<file path="src/rtl/vga_timing_pkg.sv">
// vga_timing_pkg: default 640x480@60 timing constants, coordinate width and
// helpers for the derived line/frame totals shared by the VGA timing files.
package vga_timing_pkg;

  localparam int COORD_W   = 11;
  localparam int MAX_TOTAL = (1 << COORD_W) - 1;

  localparam int DEF_H_ACTIVE = 640;
  localparam int DEF_H_FP     = 16;
  localparam int DEF_H_SYNC   = 96;
  localparam int DEF_H_BP     = 48;
  localparam int DEF_V_ACTIVE = 480;
  localparam int DEF_V_FP     = 10;
  localparam int DEF_V_SYNC   = 2;
  localparam int DEF_V_BP     = 33;
  localparam int DEF_PIX_DIV  = 4;

  typedef struct packed {
    logic hsync;
    logic vsync;
    logic video_on;
    logic line_start;
    logic frame_start;
  } vga_flags_t;

  function automatic int h_total(input int active, input int fp, input int sync, input int bp);
    return active + fp + sync + bp;
  endfunction

  function automatic int v_total(input int active, input int fp, input int sync, input int bp);
    return active + fp + sync + bp;
  endfunction

endpackage

</file>
<file path="src/rtl/vga_pix_div.sv">
// vga_pix_div: one-clk pixel strobe every PIX_DIV clks, first strobe PIX_DIV
// clks after reset release. Instantiated only when VGA_PIX_DIV_EN is defined.
module vga_pix_div
  import vga_timing_pkg::*;
#(
  parameter int PIX_DIV = DEF_PIX_DIV
) (
  input  logic clk,
  input  logic rst,
  output logic pix_en
);

  if (PIX_DIV < 2 || PIX_DIV > 16) begin : g_div_check
    $error("vga_pix_div: PIX_DIV must be in 2..16");
  end

  localparam logic [3:0] DIV_LAST = 4'(PIX_DIV - 1);

  logic [3:0] count;

  always_ff @(posedge clk) begin
    if (rst) begin
      count <= '0;
    end else if (count == DIV_LAST) begin
      count <= '0;
    end else begin
      count <= count + 4'd1;
    end
  end

  assign pix_en = (count == DIV_LAST);

endmodule

</file>
<file path="src/rtl/vga_timing_gen.sv">
// vga_timing_gen: pixel/line counters with registered sync, blanking and start decodes.
// Define VGA_PIX_DIV_EN to derive pix_en from vga_pix_div; otherwise pix_en is tied high.
module vga_timing_gen
  import vga_timing_pkg::*;
#(
  parameter int   H_ACTIVE = DEF_H_ACTIVE,
  parameter int   H_FP     = DEF_H_FP,
  parameter int   H_SYNC   = DEF_H_SYNC,
  parameter int   H_BP     = DEF_H_BP,
  parameter int   V_ACTIVE = DEF_V_ACTIVE,
  parameter int   V_FP     = DEF_V_FP,
  parameter int   V_SYNC   = DEF_V_SYNC,
  parameter int   V_BP     = DEF_V_BP,
  parameter logic SYNC_POL = 1'b0,
  parameter int   PIX_DIV  = DEF_PIX_DIV
) (
  input  logic               clk,
  input  logic               rst,
  output logic               pix_en,
  output logic [COORD_W-1:0] x,
  output logic [COORD_W-1:0] y,
  output logic               hsync,
  output logic               vsync,
  output logic               video_on,
  output logic               line_start,
  output logic               frame_start
);

  localparam int H_TOTAL = h_total(H_ACTIVE, H_FP, H_SYNC, H_BP);
  localparam int V_TOTAL = v_total(V_ACTIVE, V_FP, V_SYNC, V_BP);

  if (H_TOTAL > MAX_TOTAL || V_TOTAL > MAX_TOTAL) begin : g_total_check
    $error("vga_timing_gen: H_TOTAL/V_TOTAL exceed the 11-bit coordinate range");
  end

  localparam logic [COORD_W-1:0] ONE      = COORD_W'(1);
  localparam logic [COORD_W-1:0] H_LAST   = COORD_W'(H_TOTAL - 1);
  localparam logic [COORD_W-1:0] V_LAST   = COORD_W'(V_TOTAL - 1);
  localparam logic [COORD_W-1:0] H_VIS    = COORD_W'(H_ACTIVE);
  localparam logic [COORD_W-1:0] V_VIS    = COORD_W'(V_ACTIVE);
  localparam logic [COORD_W-1:0] HS_FIRST = COORD_W'(H_ACTIVE + H_FP);
  localparam logic [COORD_W-1:0] HS_LAST  = COORD_W'(H_ACTIVE + H_FP + H_SYNC - 1);
  localparam logic [COORD_W-1:0] VS_FIRST = COORD_W'(V_ACTIVE + V_FP);
  localparam logic [COORD_W-1:0] VS_LAST  = COORD_W'(V_ACTIVE + V_FP + V_SYNC - 1);

  localparam vga_flags_t FLAGS_IDLE = '{
    hsync:       ~SYNC_POL,
    vsync:       ~SYNC_POL,
    video_on:    1'b0,
    line_start:  1'b0,
    frame_start: 1'b0
  };

`ifdef VGA_PIX_DIV_EN
  vga_pix_div #(
    .PIX_DIV (PIX_DIV)
  ) u_pix_div (
    .clk    (clk),
    .rst    (rst),
    .pix_en (pix_en)
  );
`else
  assign pix_en = 1'b1;
`endif

  logic [COORD_W-1:0] h_cnt;
  logic [COORD_W-1:0] v_cnt;
  vga_flags_t         flags_d;
  vga_flags_t         flags_q;

  always_ff @(posedge clk) begin
    if (rst) begin
      h_cnt <= '0;
      v_cnt <= '0;
    end else if (pix_en) begin
      if (h_cnt == H_LAST) begin
        h_cnt <= '0;
        v_cnt <= (v_cnt == V_LAST) ? '0 : v_cnt + ONE;
      end else begin
        h_cnt <= h_cnt + ONE;
      end
    end
  end

  // Decode the current counter position; registered below so every output
  // describes the same (x, y) one pixel strobe later.
  always_comb begin
    flags_d             = FLAGS_IDLE;
    flags_d.hsync       = (h_cnt >= HS_FIRST && h_cnt <= HS_LAST) ? SYNC_POL : ~SYNC_POL;
    flags_d.vsync       = (v_cnt >= VS_FIRST && v_cnt <= VS_LAST) ? SYNC_POL : ~SYNC_POL;
    flags_d.video_on    = (h_cnt < H_VIS) && (v_cnt < V_VIS);
    flags_d.line_start  = (h_cnt == '0);
    flags_d.frame_start = (h_cnt == '0) && (v_cnt == '0);
  end

  always_ff @(posedge clk) begin
    if (rst) begin
      x       <= '0;
      y       <= '0;
      flags_q <= FLAGS_IDLE;
    end else if (pix_en) begin
      x       <= h_cnt;
      y       <= v_cnt;
      flags_q <= flags_d;
    end
  end

  assign hsync       = flags_q.hsync;
  assign vsync       = flags_q.vsync;
  assign video_on    = flags_q.video_on;
  assign line_start  = flags_q.line_start;
  assign frame_start = flags_q.frame_start;

endmodule

</file>
<file path="config.mk">
export PLATFORM = sky130hd
export DESIGN_NAME = vga_timing_gen
export DESIGN_NICKNAME = d
export VERILOG_FILES = /design/src/rtl/vga_timing_pkg.sv /design/src/rtl/vga_pix_div.sv /design/src/rtl/vga_timing_gen.sv
export SDC_FILE = /design/constraint.sdc
export NUM_CORES = 1
export LEC_CHECK = 0
export CAP_MARGIN = 20
export CORE_ASPECT_RATIO = 0.75
export CORE_UTILIZATION = 47
export CTS_CLUSTER_DIAMETER = 60
export DETAILED_ROUTE_END_ITERATION = 16
export PLACE_DENSITY = 0.79
export SYNTH_ARGS = -nofsm -noshare
export SYNTH_HDL_FRONTEND = slang
export SYNTH_HIERARCHICAL = 1
export SYNTH_SLANG_ARGS = --single-unit
export TNS_END_PERCENT = 30
</file>
<file path="constraint.sdc">
create_clock -name clk -period 4.8 [get_ports clk]
set_input_delay 0.72 -clock clk [delete_from_list [all_inputs] [get_ports clk]]
set_output_delay 0.72 -clock clk [all_outputs]
set_load 0.02 [all_outputs]
</file>
==> results of run 1 <==
## registers in the layout, indices dropped and copies added (netlist names)
signal       flops
y               11
h_cnt           11
hsync            1
vsync            1
video_on         1
x               11
frame_start      1
v_cnt           11
line_start       1
## cell type report
cell class              instances  share of cell area (%)
inverters                       8                    1.32
well taps                      52                    2.87
flip-flops and latches         49                    43.2
clock inverters                 2                    1.71
multi-input cells             126                    35.0
repair buffers                 29                    12.7
clock buffers                   6                    3.20
## power by group
part | internal (W) | total (W) | switching [W]
Clock | 0.000156 | 0.000289 | 0.000133
Combinational | 0.0000129 | 0.0000310 | 0.0000181
Sequential | 0.000412 | 0.000415 | 0.00000359
Total | 0.000581 | 0.000736 | 0.000155
## metrics by stage
step	hold WS, ps	total power (W)
after floorplan	437	0.000444
after global placement	456	0.000455
after detailed placement	474	0.000455
after CTS	497	0.000739
after global routing	537	0.000764
final	498	0.000736
## how the worst min path moves through the flow
stage / end / slack [ps]
global placement: h_cnt[0]$_SDFF_PP0_ / 460
global route: x[1]$_SDFF_PP0_ / 540
detailed placement: h_cnt[0]$_SDFF_PP0_ / 470
finish: h_cnt[0]$_SDFF_PP0_ / 500
floorplan: h_cnt[0]$_SDFF_PP0_ / 440
CTS: h_cnt[0]$_SDFF_PP0_ / 500
## per-layer routing
metal	part of all wire [%]	global-route usage, %
met3	5.7	5.39
met2	42	24.8
met5	0	0
met1	50	25.2
met4	1.7	8.89
## logic make-up after synthesis
kind of cell    share of synthesized area [%]
buf+inv                                  5.40
compound gates                           4.53
xor+xnor                                 6.53
fa+ha+maj                                3.33
flops                                    52.3
other cells                             0.200
simple gates                             26.7
mux                                      1.07
## critical path, delay by kind of cell, from the launching register on
family / cells / cell delay [ps]
AO/OA/AOI/OAI: 1 / 150
AND/OR/NAND/NOR: 3 / 1440
flip-flops: 1 / 400
adder cells (fa/ha/maj): 1 / 250
## cell usage in the layout (no fill, tap or decap), types with 6 or more instances in the layout
master,n
sky130_fd_sc_hd__dfxtp_1,49
sky130_fd_sc_hd__clkdlybuf4s50_1,28
sky130_fd_sc_hd__nor2_1,24
sky130_fd_sc_hd__nor2b_1,18
sky130_fd_sc_hd__inv_1,8
sky130_fd_sc_hd__xnor2_1,8
sky130_fd_sc_hd__nor4_1,8
sky130_fd_sc_hd__nand4_1,7
sky130_fd_sc_hd__nand3_1,7
sky130_fd_sc_hd__nor3_1,6
sky130_fd_sc_hd__xor2_1,6
==> run summary, run 1 <==
In the post-synthesis netlist, the cell with the most instances is sky130_fd_sc_hd__dfxtp_1. The total iterations of the first detailed-routing run came out at 4. The setup TNS after final layout is 0 ps. The number of max-slew violations in the final report came out at 0. The largest total area in the synthesized netlist belongs to sky130_fd_sc_hd__dfxtp_1.

The post-synthesis instance area is 1880 um^2. The area of placed instances came out at 2160 um^2. The clock latency on the worst-skew pair came out at 300 ps.

The cell area after layout came out at 2270 um^2. The post-route DRC violation count is 0. No sink is reached through more buffers than the 2 on the longest clock path. The net total in the final layout came out at 226. The clock transition at the registers of the reported paths came out at 90 ps. Registers take 981 um^2. The register-to-register setup slack came out at 2490 ps.

The delay of the slowest cell on the worst path came out at 670 ps. For this configuration, the core starts out at a cell density of 50.3%. The minimum clock period is 2310 ps. The vertical extent of the die is 56.7 um.

The most critical setup path has its endpoint at v_cnt[10]$_SDFFE_PP0N_. The overall routing resource usage is 18.0%. Synthesis produced a netlist whose cell count is 198. In the synthesized netlist the dominant register cell turns out to be sky130_fd_sc_hd__dfxtp_1.

In this run the static leakage power is 0.793 nW. The area of the core is 3730 um^2. The worst setup slack after placement came out at 2540 ps.

The cell count of the worst hold path is 1. The kind of start point of the critical path is a flop. After detailed routing, the number of vias per cell comes to 5.01. The area share of the largest cell type after synthesis is 52.3%. The HPWL reported at the end of detailed placement is 2.29 mm.

TritonCTS built the clock tree. The final critical path takes up 48.2% of the cycle. In this run the number of H-tree levels came out at 2.

The startpoint of the lowest-slack register-to-register path is h_cnt[0]$_SDFF_PP0_. The via count of the routed design came out at 1362. The post-detailed-routing wire length is 3.34 mm. The final RePlAce weighted congestion is 0.825. Tracing the worst setup path back leads to its startpoint at h_cnt[0]$_SDFF_PP0_. The flow ran to the end, and the final reports show no timing, DRC or antenna violations. The number of cells in the finished layout apart from fillers came out at 272. STA puts the critical path data arrival time at 2550 ps. The number of distinct library cells after synthesis came out at 31.

For the worst setup path, the data required time is 5040 ps. The critical-path maximum fanout came out at 11. The fmax came out at 432 MHz.

The area of the die is 4250 um^2. Between clock sinks in the finished design, the worst skew comes to 9.14 ps. The maximum number of pins on one net before global-route repair is 32. The count of synthesis-stage warnings from yosys is 6. In the final routed layout, each cell accounts on average for 12.3 um. The number of synthesized register bits is 49.

The slack of the critical path came out at 2490 ps. After synthesis, the cell types taking the most area are sky130_fd_sc_hd__dfxtp_1 (52%), sky130_fd_sc_hd__nor2b_1 (6.0%), sky130_fd_sc_hd__nor2_1 (4.8%), sky130_fd_sc_hd__xnor2_1 (3.7%), sky130_fd_sc_hd__ha_1 (3.3%). TritonCTS created 5 clock buffers. After synthesis, the most frequently instantiated cells are sky130_fd_sc_hd__dfxtp_1 (49), sky130_fd_sc_hd__nor2_1 (24), sky130_fd_sc_hd__nor2b_1 (18). The count of routing violations after the opening detailed-route iteration came out at 96. The post-synthesis sequential area ratio is 52.3%. The number of placement rows is 19. The post-CTS setup buffer count is 0. Dividing total power by cell area gives a power density of 324 nW/um^2. Headroom to the max-slew limit came out at 60.1%. For this design, the slowest cell found on the critical path is sky130_fd_sc_hd__or4_4. The clock net in this run drives a total of 49 sinks. 30 I/O pins were placed. The first global-routing pass estimated 5.55 mm of wire. The area of the multi-input gates came out at 795 um^2. The average instance in the mapped netlist occupies 9.48 um^2. Traced cell by cell, the critical path runs through ha_1, nand4_1, or4_4, or4_1, a21oi_1. The fraction of final layout cells with drive strength greater than 1 came out at 5.00%. The startpoint of the tightest hold check path is h_cnt[0]$_SDFF_PP0_. The worst IR drop on VDD came out at 232 uV. The initial antenna violation count came to 0. The root buffer cell chosen for the clock tree is sky130_fd_sc_hd__clkbuf_8.

The area growth from synthesis to layout is 20.9%. Setup repair after global routing left no endpoint under its margin. The hold buffer count at cts is 0. The via count of the first global-routing pass is 1155. The number of fill cells in the layout came out at 344. The endpoint identified for the worst register-to-register timing path is v_cnt[10]$_SDFFE_PP0N_. In this run the remaining antenna-violating nets after routing total 0. The logic depth of the worst register-to-register path came out at 5. The count of inserted antenna diode cells came out at 0. The element type at the critical path end is a flop. The number of nets in the synthesized netlist is 205. The transition at the pin with the smallest max-transition slack is 594 ps. The placed instance count came out at 264. The count of final hold-check violations came to 0. The count of flip-flops with a built-in enable after synthesis came out at 0. For this run the aggregate overflow at the end of global routing stands at 0. The number of port buffers came out at 28. The overall die width came out at 75.0 um.

Setup violations remaining at the end of the flow were counted as 0. The core utilization of the finished layout came out at 60.8%. The post-cts repair resize count came out at 0. The class of the tightest hold or removal check is reg -> reg. The worst setup path is of the reg -> reg kind. Across the run, the number of max-cap violations was 0.

The fraction of registers with async set/reset is 0%.
Power figures use the tool's default switching activity.
==> run 2, diff against run 1 <==
==> constraint.sdc (replaced) <==
create_clock -name clk -period 2.3 [get_ports clk]
set_input_delay 0.345 -clock clk [delete_from_list [all_inputs] [get_ports clk]]
set_output_delay 0.345 -clock clk [all_outputs]
set_load 0.02 [all_outputs]
==> run 2 against run 1 <==
First-iteration DRC count increased by 51%. Clock skew down 1.0 ps. Design area up 0.94%. Via count rose by 2.5%.
==> run summary, run 2 (same netlist as run 1, synthesis figures left out) <==
The flow ran to the end, and the final reports show no timing, DRC or antenna violations. The clock latency on the worst-skew pair came out at 300 ps. The post-detailed-route via-to-cell ratio is 5.02. The number of placement rows came out at 19.

The number of H-tree branching levels came out at 2. The global route total overflow is 0. The initial standard-cell utilization of the core came out at 50.3%. The sequential standard cell area is 981 um^2. The overall die width is 75.0 um. The root buffer cell chosen for the clock tree is sky130_fd_sc_hd__clkbuf_8. The final RePlAce weighted congestion came out at 0.873. Post-CTS timing repair inserted 0 buffers for setup. The via count of the first global-routing pass came out at 1206. The cell leakage power came out at 0.806 nW. The tool flagged a number of max-cap violations equal to 0. The class of the tightest hold or removal check is reg -> reg. The area of placed instances came out at 2200 um^2. The area of the core came out at 3730 um^2. Across all layers, the routed design uses 1396 vias. The total number of clock tree sinks is 49. Summing all multi-input logic gate instances after layout gives 795 um^2. TritonCTS built the clock tree. Setup violations remaining at the end of the flow were counted as 0. The fmax came out at 451 MHz.

Final hold analysis gives a worst-case slack of 481 ps. The floorplan step defined a die boundary enclosing 4250 um^2. The number of max-slew violations in the final report came out at 0. Clock-pin slew was measured on the worst setup and hold paths at 90 ps. The wire length per cell came out at 12.5 um.

The total iterations of the first detailed-routing run came out at 4. The routed design has 3.47 mm of wire. The setup TNS after final layout is 0 ps. The most common cell after layout, fill and taps aside is sky130_fd_sc_hd__dfxtp_1. The hold buffer count at cts is 0. Across the routed clock network, the largest skew measured is 8.10 ps. IR analysis of the VDD net gives a maximum drop of 425 uV. The data required time of the worst path is 2530 ps. The number of fill cells in the layout came out at 331. At the worst endpoint, the arrival time is 2450 ps.

STA classifies the critical path startpoint as a flop. The library cells used most frequently in the layout, excluding fill and tap cells, are sky130_fd_sc_hd__dfxtp_1 (49), sky130_fd_sc_hd__clkdlybuf4s50_1 (28), sky130_fd_sc_hd__nor2_1 (24). The initial antenna violation count came out at 0. The count of final hold-check violations came out at 0.

The fraction of final layout cells with drive strength greater than 1 came out at 7.52%. The HPWL reported at the end of detailed placement came out at 2.50 mm. Once placement completed, the tool counted placed cells totaling 270. Compared with the post-synthesis result, the final layout area differs by 22.1%. The element type at the critical path end is a flop. In the final design database the tool counted 232 nets. Setup repair after global routing left no endpoint under its margin. The number of port buffers came out at 28. The maximum number of pins on one net before global-route repair came out at 16. The cell area after layout came out at 2290 um^2. Counting the buffers created by CTS gives 5. The overall routing resource usage is 18.0%. The vertical extent of the die is 56.7 um. In the routed design, unresolved DRC markers number 0. The power density of the placed cells came out at 619 nW/um^2. The category of the critical setup timing path is reg -> reg. The wire length of the first global-routing pass came out at 5.66 mm. Pin placement for this block handled 30 I/O pins. The number of cells in the finished layout apart from fillers came out at 278.

The first routing iteration left 145 violations. In this run the remaining antenna-violating nets after routing total 0. The clock period could shrink to 2220 ps. The count of inserted antenna diode cells is 0. The post-cts repair resize count is 0.

The maximum number of buffers from clock root to sink is 2. Of all nets on the critical path, the largest fanout is 8. The ratio of final minimum period to clock period is 96.5%.
==> run 2: changes by cell type in the layout (fill, tap and decap cells not counted) <==
cell	delta
sky130_fd_sc_hd__buf_4	+6
sky130_fd_sc_hd__clkinvlp_4	+2
sky130_fd_sc_hd__clkinv_4	-1
sky130_fd_sc_hd__bufinv_16	-1
==> run 2: layout make-up <==
type                            count  area share [%]
Multi-Input combinational cell    126            34.7
Tap cell                           52            2.84
Inverter                            8            1.31
Sequential cell                    49            42.8
Clock inverter                      2           0.655
Timing Repair Buffer               35            14.5
Clock buffer                        6            3.17
==> run 2: critical path, cell delays in order, from the launching register on <==
cell and delay, ps:
sky130_fd_sc_hd__dfxtp_1 390, sky130_fd_sc_hd__or4_1 670, sky130_fd_sc_hd__or4_4 500, sky130_fd_sc_hd__or4_1 430
sky130_fd_sc_hd__a21oi_1 160
==> run 2: path summary, 6_finish.rpt <==
kind | startpoint | endpoint | slack, ps | cells past startpoint
setup / recovery | h_cnt[7]$_SDFF_PP0_ | v_cnt[8]$_SDFFE_PP0N_ | 80 | 4
setup reg to reg | h_cnt[7]$_SDFF_PP0_ | v_cnt[8]$_SDFFE_PP0N_ | 80 | 4
hold reg to reg | h_cnt[0]$_SDFF_PP0_ | h_cnt[0]$_SDFF_PP0_ | 480 | 1
hold / removal | h_cnt[0]$_SDFF_PP0_ | h_cnt[0]$_SDFF_PP0_ | 480 | 1
==> run 2: metal layers <==
layer / track usage (%) / share of wire (%) / vias up
met4: 6.20 / 1.1 / 0
li1: - / - / 726
met3: 4.85 / 6.2 / 5
met5: 0 / 0 / -
met2: 25.5 / 42 / 42
met1: 26.2 / 51 / 623
==> run 2: metrics by stage <==
step / util, % / power (W) / worst slack, ps
after floorplan: - / 0.000926 / 212
after global routing: 61.4 / 0.00147 / 15.3
after CTS: 61.4 / 0.00142 / 105
final: 61.4 / 0.00142 / 80.9
after detailed placement: 59.0 / 0.000952 / 147
after global placement: 59.0 / 0.000951 / 209
==> run 2: where the power goes <==
group	switching, W	internal (W)
registers	0.00000739	0.000860
logic	0.0000378	0.0000278
clock network	0.000271	0.000214
total	0.000316	0.00110
